**src/rtl/cdc_gray_pkg.sv**
```systemverilog
// Shared helpers for Gray-coded pointer crossings: Gray-to-binary conversion
// and population count, both sized for the widest supported pointer.
package cdc_gray_pkg;

   localparam int MAX_GRAY_W = 32;

   function automatic logic [MAX_GRAY_W-1:0] gray2bin(input logic [MAX_GRAY_W-1:0] g);
      logic [MAX_GRAY_W-1:0] b;
      b = '0;
      b[MAX_GRAY_W-1] = g[MAX_GRAY_W-1];
      for (int i = MAX_GRAY_W - 2; i >= 0; i--) begin
         b[i] = b[i+1] ^ g[i];
      end
      return b;
   endfunction

   function automatic logic [5:0] popcount(input logic [MAX_GRAY_W-1:0] v);
      logic [5:0] c;
      c = 6'd0;
      for (int i = 0; i < MAX_GRAY_W; i++) begin
         c = c + {5'd0, v[i]};
      end
      return c;
   endfunction

endpackage

```
**src/rtl/gray_ptr_sync_sync_chain.sv**
```systemverilog
// Plain multi-flop synchroniser; kept free of any logic between stages so
// CDC tools can recognise it as a synchroniser.
module sync_chain #(
   parameter int WIDTH  = 4,
   parameter int STAGES = 2
) (
   input  logic             clk,
   input  logic             rst_n,
   input  logic [WIDTH-1:0] d,
   output logic [WIDTH-1:0] q
);

   logic [WIDTH-1:0] stage_r [STAGES];

   // shift register: stage 0 captures the foreign-domain word
   always_ff @(posedge clk or negedge rst_n) begin
      if (!rst_n) begin
         for (int k = 0; k < STAGES; k++) begin
            stage_r[k] <= '0;
         end
      end else begin
         stage_r[0] <= d;
         for (int k = 1; k < STAGES; k++) begin
            stage_r[k] <= stage_r[k-1];
         end
      end
   end

   assign q = stage_r[STAGES-1];

endmodule

```
**src/rtl/gray_ptr_sync.sv**
```systemverilog
// Destination-side receiver for a Gray-coded counter: synchronises, converts
// to binary and monitors each new sample for changes and illegal steps.
module gray_ptr_sync
   import cdc_gray_pkg::*;
#(
   parameter int SIZE        = 4,
   parameter int SYNC_STAGES = 2,
   parameter int ERR_CNT_W   = 8
) (
   input  logic                 clk,
   input  logic                 rst_n,
   input  logic [SIZE-1:0]      gray_async,
   input  logic                 err_clr,
   output logic [SIZE-1:0]      gray_sync,
   output logic [SIZE-1:0]      bin,
   output logic                 bin_valid,
   output logic                 changed,
   output logic                 step_err,
   output logic [SIZE-1:0]      delta,
   output logic [ERR_CNT_W-1:0] err_cnt
);

   localparam int WARM_MAX = SYNC_STAGES + 1;
   localparam int WARM_W   = $clog2(WARM_MAX + 1);
   localparam logic [WARM_W-1:0]    WARM_TOP = WARM_W'(WARM_MAX);
   localparam logic [ERR_CNT_W-1:0] ERR_MAX  = {ERR_CNT_W{1'b1}};
   localparam logic [ERR_CNT_W-1:0] ERR_ONE  = ERR_CNT_W'(1);

   logic [SIZE-1:0]      g_prev_r;
   logic [WARM_W-1:0]    warm_cnt_r;
   logic                 warm_s;
   logic [SIZE-1:0]      cur_bin_s;
   logic [SIZE-1:0]      prev_bin_s;
   logic [SIZE-1:0]      diff_s;
   logic                 change_s;
   logic                 step_s;
   logic [SIZE-1:0]      delta_s;
   logic [ERR_CNT_W-1:0] err_nxt_s;

   sync_chain #(
      .WIDTH  (SIZE),
      .STAGES (SYNC_STAGES)
   ) u_sync_chain (
      .clk   (clk),
      .rst_n (rst_n),
      .d     (gray_async),
      .q     (gray_sync)
   );

   // previous sample and warm-up counter; warm-up hides the reset-time zero in g_prev
   always_ff @(posedge clk or negedge rst_n) begin
      if (!rst_n) begin
         g_prev_r   <= '0;
         warm_cnt_r <= '0;
      end else begin
         g_prev_r <= gray_sync;
         if (warm_cnt_r != WARM_TOP) begin
            warm_cnt_r <= warm_cnt_r + WARM_W'(1);
         end
      end
   end

   assign warm_s     = (warm_cnt_r == WARM_TOP);
   assign cur_bin_s  = SIZE'(gray2bin(MAX_GRAY_W'(gray_sync)));
   assign prev_bin_s = SIZE'(gray2bin(MAX_GRAY_W'(g_prev_r)));
   assign diff_s     = gray_sync ^ g_prev_r;
   assign change_s   = warm_s && (diff_s != '0);
   assign step_s     = warm_s && (popcount(MAX_GRAY_W'(diff_s)) > 6'd1);

   // next delta and saturating error count; a clear wins but still counts a coincident error
   always_comb begin
      delta_s   = '0;
      err_nxt_s = err_cnt;
      if (warm_s) begin
         delta_s = cur_bin_s - prev_bin_s;
      end else begin
         delta_s = '0;
      end
      if (err_clr) begin
         err_nxt_s = step_s ? ERR_ONE : '0;
      end else if (step_s && (err_cnt != ERR_MAX)) begin
         err_nxt_s = err_cnt + ERR_ONE;
      end else begin
         err_nxt_s = err_cnt;
      end
   end

   // registered output stage
   always_ff @(posedge clk or negedge rst_n) begin
      if (!rst_n) begin
         bin       <= '0;
         bin_valid <= 1'b0;
         changed   <= 1'b0;
         step_err  <= 1'b0;
         delta     <= '0;
         err_cnt   <= '0;
      end else begin
         bin       <= cur_bin_s;
         bin_valid <= warm_s;
         changed   <= change_s;
         step_err  <= step_s;
         delta     <= delta_s;
         err_cnt   <= err_nxt_s;
      end
   end

endmodule

```
**config.mk**
```make
export PLATFORM = sky130hd
export DESIGN_NAME = gray_ptr_sync
export DESIGN_NICKNAME = d
export VERILOG_FILES = /design/src/rtl/cdc_gray_pkg.sv /design/src/rtl/gray_ptr_sync_sync_chain.sv /design/src/rtl/gray_ptr_sync.sv
export SDC_FILE = /design/constraint.sdc
export NUM_CORES = 1
export LEC_CHECK = 0
export CELL_PAD_IN_SITES_DETAIL_PLACEMENT = 1
export CELL_PAD_IN_SITES_GLOBAL_PLACEMENT = 1
export CORE_AREA = 2 2 62 64
export CTS_CLUSTER_SIZE = 30
export DETAILED_ROUTE_END_ITERATION = 10
export DIE_AREA = 0 0 64 66
export PLACE_DENSITY_LB_ADDON = 0.1
export SETUP_SLACK_MARGIN = 0.1
export SYNTH_ARGS = -nofsm -noshare
export SYNTH_HDL_FRONTEND = slang
export SYNTH_SLANG_ARGS = --single-unit
```
**constraint.sdc**
```tcl
create_clock -name clk -period 5.7 [get_ports clk]
set_input_delay 0.855 -clock clk [delete_from_list [all_inputs] [get_ports clk]]
set_output_delay 0.855 -clock clk [all_outputs]
set_load 0.02 [all_outputs]
```
Word level (Yosys, flattened, before mapping)
Index checks and enable logic that the tools add are counted.

storage, ports and cells
  output and inout bits = 23
  word-level logic and storage cells = 36
  register bits after elaboration = 33
  input port bits = 7

cells by class
  mux-type cells = 4
  reduce and logical (&&, ||, !) cells = 5
  $add $sub $neg = 6
  bitwise logic cells = 7
  equality and inequality tests = 3
  $lt $le $gt $ge = 1

operators by type and width
  kind                   number
  $mux W8                2
  $add A8 B1 Y8 const B  1
  $ne A8 B8 Y1 const B   1
  $xor A1 B1 Y1          6
  $add A3 B1 Y4          1
  $gt A4 B1 Y1 const B   1
  $mux W4                1
  $reduce_bool A4 Y1     1
  $sub A4 B4 Y4          1
  $xor A4 B4 Y4          1
  $add A2 B1 Y3          1
  $logic_and A1 B1 Y1    3
  $add A1 B1 Y2          1
  $add A2 B1 Y2 const B  1
  $eq A2 B2 Y1 const B   1
  $ne A2 B2 Y1 const B   1
  $reduce_bool A2 Y1     1
  $mux W1                1

Depth between registers and ports, before layout
Gate-level depths: netlist of the first run.

  depth after elaboration = 9
  gate-level depth with buffers = 9
  gate-level depth less buffers = 8

By module
Synthesis of the first run repeated with hierarchy kept, for this count alone.

unflattened totals
  cell total of the unflattened synthesis = 122
  area, all modules = 1410.1 um^2

modules (own cells, without submodules)
  module         area an instance (um^2)  times used  sequential area each (um^2)  cells an instance
  gray_ptr_sync  1179.9                   1           600.6                        110
  sync_chain     230.2                    1           200.2                        12

Worst setup path after synthesis of the first run
OpenSTA, ideal clock, no wires.

  path type = register -> register
  from = register u_sync_chain.stage_r, in the netlist u_sync_chain.q[1]
  to = register err_cnt[7]
  path buffers = 0
  arrival = 2021 ps
  path slack = 3554 ps
  library setup time = 125 ps
  required time = 5575 ps
  clock period less this slack = 2146 ps
  cell stages (with the launch flop) = 8
  cell sequence = dfrtp_1 xnor2_1 inv_1 fa_1 nand2_1 o21a_1 nor4_1 mux2_2

on the way
  cells in the longest elaborated chain, start to end = 8

ends and longest elaborated chain
  item                                 RTL line                        text
  start, declared                      gray_ptr_sync_sync_chain.sv:13  logic [WIDTH-1:0] stage_r [STAGES];
  start signal, assigned by index      gray_ptr_sync_sync_chain.sv:24  stage_r[k] <= stage_r[k-1];
  $xor A4 B4 Y4                        gray_ptr_sync.sv:66             assign diff_s = gray_sync ^ g_prev_r;
  $add A1 B1 Y2                        cdc_gray_pkg.sv:21              c = c + {5'd0, v[i]};
  $add A2 B1 Y3                        cdc_gray_pkg.sv:21
  $add A3 B1 Y4                        cdc_gray_pkg.sv:21
  $gt A4 B1 Y1                         gray_ptr_sync.sv:68             assign step_s = warm_s && (popcount(MAX_GRAY_W'(diff_s)) > 6'd1);
  $logic_and A1 B1 Y1                  gray_ptr_sync.sv:68
  $logic_and A1 B1 Y1                  gray_ptr_sync.sv:81             end else if (step_s && (err_cnt != ERR_MAX)) begin
  $reduce_bool A2 Y1 (no source line)  -
  end signal, assigned                 gray_ptr_sync.sv:103            err_cnt <= err_nxt_s;
  end, declared                        gray_ptr_sync.sv:20             output logic [ERR_CNT_W-1:0] err_cnt

Every way passes these cells.
A chain may end at the register's enable or synchronous reset.

Worst setup path after layout of the first run
Same ends and word-level chain as after synthesis.

==> reports/results.ini, run 1 <==
[detailed_routing]
detail_route.wl_per_cell_um=13.25
drt_iter0_markers=33
dr_total_vias=946
drc=0
dr.pass1.iters=3
avgViaCountPerCell=4.802
wl_mm=2.610
detail-route-antenna-nets=0

[global_route]
overflow=0
antenna_found_initial=0
grt_max_degree=33
grt_pass1_vias=988
grt_pass1_wl_mm=4.623
track_usage_pct=14.64

[pwr]
ir_drop_v=0.0002022
power.internal_w=0.0003884
p_clk_share_pct=23.9
total_leakage_power_nw=0.7558
p_sw_share_pct=31.66
p_sw_w=0.0001799
combPwrFrac_pct=28.5
pwr-share-seq_pct=47.6
p_per_area_nw_per_um2=322.2

[die]
ios=30
die_x_um=64
die_h_um=66
core_region_area_um2=3551
die_area_um2=4224
rows=22
start_util_pct=39.18

[place]
dp_hpwl_mm=1.930
preCtsSetupSlack_ns=3.196
portBuffers=29
place.gp.congestion=0.7906
place_area_um2=1703

[yosys]
syn_inst=118
synthesis.nets=133
yosys_register_bits=32
avgSynthCellArea_um2=11.79
synth-seq-area-share_pct=57.55
yosysWarnings=0
netlist_area_um2=1391
netlist-cell-type-count=26

[timing]
setup_viol=0
hold_viol_final=0
tightest_slew_ns=0.4414
maxSlewViolCount=0
setup_ws_ns=3.199
period_share_pct=43.87
slew-limit-headroom_pct=70.58
rsz0062_at_grt=false
timing.fmax_mhz=399.9
tns_ns=0
finalCriticalPeriod_ns=2.501
finClkSkew_ns=0.009384

[clocking]
cts.sinks=32
root_buffer=clkbuf_4
cts.repair.resized=0
post_cts_buffers=0
tritoncts=built
clk_path_buf_depth=2
cts_buffers=5
insertion_delay_ns=0.33
ctsHoldBuffers=0
cts_max_level=2
clk_pin_slew_worst_paths_ns=0.10

[critical_path]
required_ns=5.92
cp_max_fo=16
critPathCaptureType=register
rrSetupSlack_ns=3.20
critPathKind=register to register
arrival_ns=2.72
r2r_cells=7
start_kind=register

[finish]
final_area_um2=1764
drive_gt1_share_pct=7.383
area_growth_syn_to_layout_pct=26.80
antenna_cells=0
nets=163

[worst_hold_path]
hold_class=register to register
whs_path_depth=0

[run_status]
status=finished, final reports clean

[job]
drv_cap=0

==> routing by layer <==
metal  track usage, %  vias to the layer above  part of all wire (%)
li1                 -                      454                     -
met1            18.14                      464                    44
met2            23.70                       22                    50
met3            4.770                        6                   4.8
met4            5.707                        0                   1.4
met5                0                        -                     0
==> flip-flops by register name, summed over array words and instances (netlist names) <==
signal,flops
err_cnt,8
bin,4
delta,4
u_sync_chain.q,4
u_sync_chain.stage_r,4
g_prev_r,3
warm_cnt_r,2
bin_valid,1
changed,1
step_err,1
==> cell type report <==
cell class	instances	area (um2)
Timing Repair Buffer	30	297.8
Clock inverter	2	10.01
Multi-Input combinational cell	69	506.7
Inverter	10	37.54
Clock buffer	6	51.30
Tap cell	48	60.06
Fill cell	394	1787
Sequential cell	32	800.8
==> critical path: stages (launching register included) <==
cell and delay [ns]:
dfrtp_1 0.44, xnor2_1 0.22, inv_1 0.09, fa_1 0.51, nand2_1 0.05, o21a_1 0.33, nor4_1 0.40, mux2_2 0.37
==> final timing paths <==
path / to / from
hold / removal: u_sync_chain.q[2]$_DFF_PN0_ / u_sync_chain.stage_r[6]$_DFF_PN0_
setup reg to reg: err_cnt[7]$_DFFE_PN0P_ / u_sync_chain.q[1]$_DFF_PN0_
hold reg to reg: u_sync_chain.q[2]$_DFF_PN0_ / u_sync_chain.stage_r[6]$_DFF_PN0_
min in group asynchronous: bin[1]$_DFF_PN0_ / rst_n
max in group asynchronous: g_prev_r[1]$_DFF_PN0_ / rst_n
setup / recovery: err_cnt[7]$_DFFE_PN0P_ / u_sync_chain.q[1]$_DFF_PN0_
==> power by group through the flow <==
| stage | Clock (W) | Sequential [W] | Combinational, W |
|---|---|---|---|
| 6_report | 0.000136 | 0.000270 | 0.000162 |
| 5_1_grt | 0.000155 | 0.000275 | 0.000179 |
| 4_1_cts | 0.000143 | 0.000271 | 0.000165 |
| 3_5_place_dp | 0 | 0.000275 | 0.000165 |
| 3_3_place_gp | 0 | 0.000273 | 0.000159 |
| 2_1_floorplan | 0 | 0.000303 | 0.0000620 |
==> layout by cell type (no fill, tap or decap) <==
cell type	netlist	final
a21oi_1	6	6
and3_1	2	2
buf_4	5	1
clkbuf_4	0	5
clkbuf_8	0	1
clkdlybuf4s50_1	0	29
clkinv_2	0	2
dfrtp_1	32	32
fa_1	2	2
ha_1	6	6
inv_1	10	10
mux2_2	2	2
nand2_1	5	5
nand3_1	3	3
nand4_1	1	1
nor2_1	5	5
nor2b_1	4	4
nor3_1	1	1
nor4_1	1	1
o21a_1	2	2
o21ai_0	7	7
o311ai_0	1	1
o31ai_1	2	2
o41ai_1	2	2
or3_1	2	2
or4_1	3	3
xnor2_1	6	6
xor2_1	6	6
==> cell usage after synthesis <==
cell / count / area share, %
a21oi_1: 6 / 2.2
and3_1: 2 / 0.90
buf_2: 1 / 0.36
buf_4: 5 / 2.7
clkbuf_1: 1 / 0.27
dfrtp_1: 32 / 58
fa_1: 2 / 2.9
ha_1: 6 / 5.4
inv_1: 10 / 2.7
mux2_2: 2 / 1.6
nand2_1: 5 / 1.3
nand3_1: 3 / 1.1
nand4_1: 1 / 0.45
nor2_1: 5 / 1.3
nor2b_1: 4 / 1.8
nor3_1: 1 / 0.36
nor4_1: 1 / 0.45
o21a_1: 2 / 1.1
o21ai_0: 7 / 2.5
o311ai_0: 1 / 0.63
o31ai_1: 2 / 1.1
o41ai_1: 2 / 1.3
or3_1: 2 / 0.90
or4_1: 3 / 1.6
xnor2_1: 6 / 3.8
xor2_1: 6 / 3.8
==> logic make-up (layout without fill, tap and decap cells) <==
| group | Yosys count | after routing | share of synthesized area (%) |
|---|---|---|---|
| XOR/XNOR | 12 | 12 | 7.554 |
| flip-flops | 32 | 32 | 57.55 |
| multiplexers | 2 | 2 | 1.619 |
| AND/OR/NAND/NOR | 27 | 27 | 10.25 |
| AO/OA/AOI/OAI | 20 | 20 | 8.723 |
| adder cells (fa/ha/maj) | 8 | 8 | 8.273 |
| buffers and inverters | 17 | 48 | 6.025 |
==> metrics by stage <==
stage          hold slack (ns)  cells  utilization, %  total power (W)
6_report                0.3589    197           49.68        0.0005684
5_1_grt                 0.3716    197           49.68        0.0006088
4_1_cts                 0.3611    197           49.68        0.0005791
3_5_place_dp            0.3363    189           47.96        0.0004401
3_3_place_gp            0.3326    189           47.96        0.0004326
2_1_floorplan           0.3312    118               -        0.0003647
Power figures use the tool's default switching activity.
==> inputs of run 2 (changes only) <==
Settings changed: CORE_AREA 2 2 62 64 to 2 2 67 69, DIE_AREA 0 0 64 66 to 0 0 69 71.
Clock period 5.7 ns to 2.2 ns, I/O delays scaled along.
==> reports/results.ini, run 2 (synthesized netlist as in run 1, its figures left out) <==
[run_status]
status=finished, final reports clean

[clocking]
insertion_delay_ns=0.28  ; -0.05 ns
root_buffer=clkbuf_8
clk_path_buf_depth=2  ; unchanged
clk_pin_slew_worst_paths_ns=0.06  ; -0.04 ns
cts_buffers=5  ; unchanged
cts_max_level=2  ; unchanged
tritoncts=built
cts.sinks=32  ; unchanged

[critical_path]
crit_chain=xnor2_2 > inv_2 > fa_1 > nand2_1 > o21a_4 > buf_6 > or3_1 > a21oi_2
start_kind=register
crit_path_start=g_prev_r[1]$_DFF_PN0_
path_buf_inv=2  ; +1
critPathCaptureType=register
cp_slowest_cell=fa_1
required_ns=2.40  ; -3.52 ns
crit_family=adder cells
cp_max_fo=9  ; -7
critPathKind=register to register
cpPeakStageDelay_ns=0.51  ; about the same
rr_startpoint=g_prev_r[1]$_DFF_PN0_
arrival_ns=2.40  ; -0.32 ns

[timing]
setup_ws_ns=0.001560  ; -3.198 ns
slew-limit-headroom_pct=56.92  ; -14 points
period_share_pct=99.93  ; +56 points
maxSlewViolCount=0  ; unchanged
setup_viol=0  ; unchanged
hold_viol_final=0  ; unchanged
rsz0062_at_grt=true
tightest_slew_ns=0.6438  ; +0.2024 ns
finalCriticalPeriod_ns=2.198  ; -0.3021 ns
finClkSkew_ns=0.006007  ; -0.003377 ns
timing.fmax_mhz=454.9  ; +14%

[detailed_routing]
dr_total_vias=1025  ; +8.4%
detail-route-antenna-nets=0  ; unchanged
dr.pass1.iters=4  ; +1
avgViaCountPerCell=4.767  ; -0.72%
detail_route.wl_per_cell_um=14.27  ; +7.7%
drt_iter0_markers=15  ; -55%
wl_mm=3.069  ; +18%
drc=0  ; unchanged

[finish]
drive_gt1_share_pct=28.22  ; +21 points
mostFrequentLayoutCells=dfrtp_1 (32), clkdlybuf4s50_1 (29), buf_4 (15)
top_register=err_cnt
fill_cells=450  ; +14%
largest_register_ff_count=8  ; unchanged
nets=178  ; +9.2%
final_common_cell=dfrtp_1
fin_util_pct=49.29  ; -0.40 points
area_growth_syn_to_layout_pct=48.92
antenna_cells=0  ; unchanged
final-seq-area_um2=800.8  ; unchanged
multi_input_area_um2=658.1  ; +30%

[place]
preCtsSetupSlack_ns=-0.06643  ; -3.262 ns
dp_hpwl_mm=2.127  ; +10%
place.gp.congestion=0.7777  ; -1.6%
portBuffers=29  ; unchanged

[global_route]
antenna_found_initial=0  ; unchanged
grt_pass1_wl_mm=5.195  ; +12%
grt_pass1_vias=1131  ; +14%
grt_max_degree=33  ; unchanged
overflow=0  ; unchanged
track_usage_pct=13.86  ; -0.77 points

[pwr]
ir_drop_v=0.0003265  ; +61%
total_leakage_power_nw=0.8837  ; +17%
p_per_area_nw_per_um2=816.6  ; +150%

[die]
die_h_um=71  ; +7.6%
rows=24  ; +9.1%
core_region_area_um2=4204  ; +18%
die_area_um2=4899  ; +16%
start_util_pct=33.10  ; -6.1 points
ios=30  ; unchanged
die_x_um=69  ; +7.8%

[worst_hold_path]
min-delay-start=u_sync_chain.stage_r[6]$_DFF_PN0_
hold_class=register to register

[job]
drv_cap=0  ; unchanged

==> run 2: final timing paths <==
path                                               endpoint  slack, ns  cells past startpoint
max in group asynchronous                  bin[3]$_DFF_PN0_       1.45                      2
min in group asynchronous                  bin[1]$_DFF_PN0_       0.45                      2
worst max-delay path                 err_cnt[2]$_DFFE_PN0P_      0.002                      8
worst max register to register       err_cnt[2]$_DFFE_PN0P_      0.002                      8
worst min-delay path            u_sync_chain.q[2]$_DFF_PN0_       0.35                      0
worst min register to register  u_sync_chain.q[2]$_DFF_PN0_       0.35                      0
==> run 2: timing repair <==
item                                    in CTS  in global routing
hold buffers                                 0                  0
pin swaps                                    6                  6
endpoints found under the setup margin      10                 11
gates resized for setup                      7                 22
buffers inserted                             1                  2
==> run 2: routing by layer <==
metal | part of all wire (%) | routed length, um | track usage (%) | up-vias
met5 | 0 | 0 | 0 | -
met4 | 2.6 | 80 | 7.843 | 0
met3 | 4.0 | 124 | 4.274 | 7
met2 | 54 | 1645 | 24.15 | 23
met1 | 40 | 1218 | 14.99 | 515
li1 | - | - | - | 480
==> run 2: power breakdown <==
part / internal (W) / switching [W]
combinational: 0.000250 / 0.000256
sequential: 0.000660 / 0.0000396
clock: 0.000278 / 0.000209
==> run 2: through the flow <==
step           total power (W)  hold WS (ns)   TNS, ns  instances  instance area (um2)
2_1_floorplan        0.0009456       0.03441         0        118                 1399
3_3_place_gp          0.001150        0.3314  -0.01904        205                 1805
3_5_place_dp          0.001165        0.3372   -0.2476        205                 1805
4_1_cts               0.001675        0.3519         0        213                 1946
5_1_grt               0.001784        0.3682   -0.2220        215                 2072
6_report              0.001692        0.3499         0        215                 2072
==> run 2: final cells by class <==
class,instances,share of cell area (%)
Sequential cell,32,38.65
Multi-Input combinational cell,69,31.76
Timing Repair Buffer,45,19.99
Clock buffer,7,4.650
Tap cell,52,3.140
Inverter,10,1.812
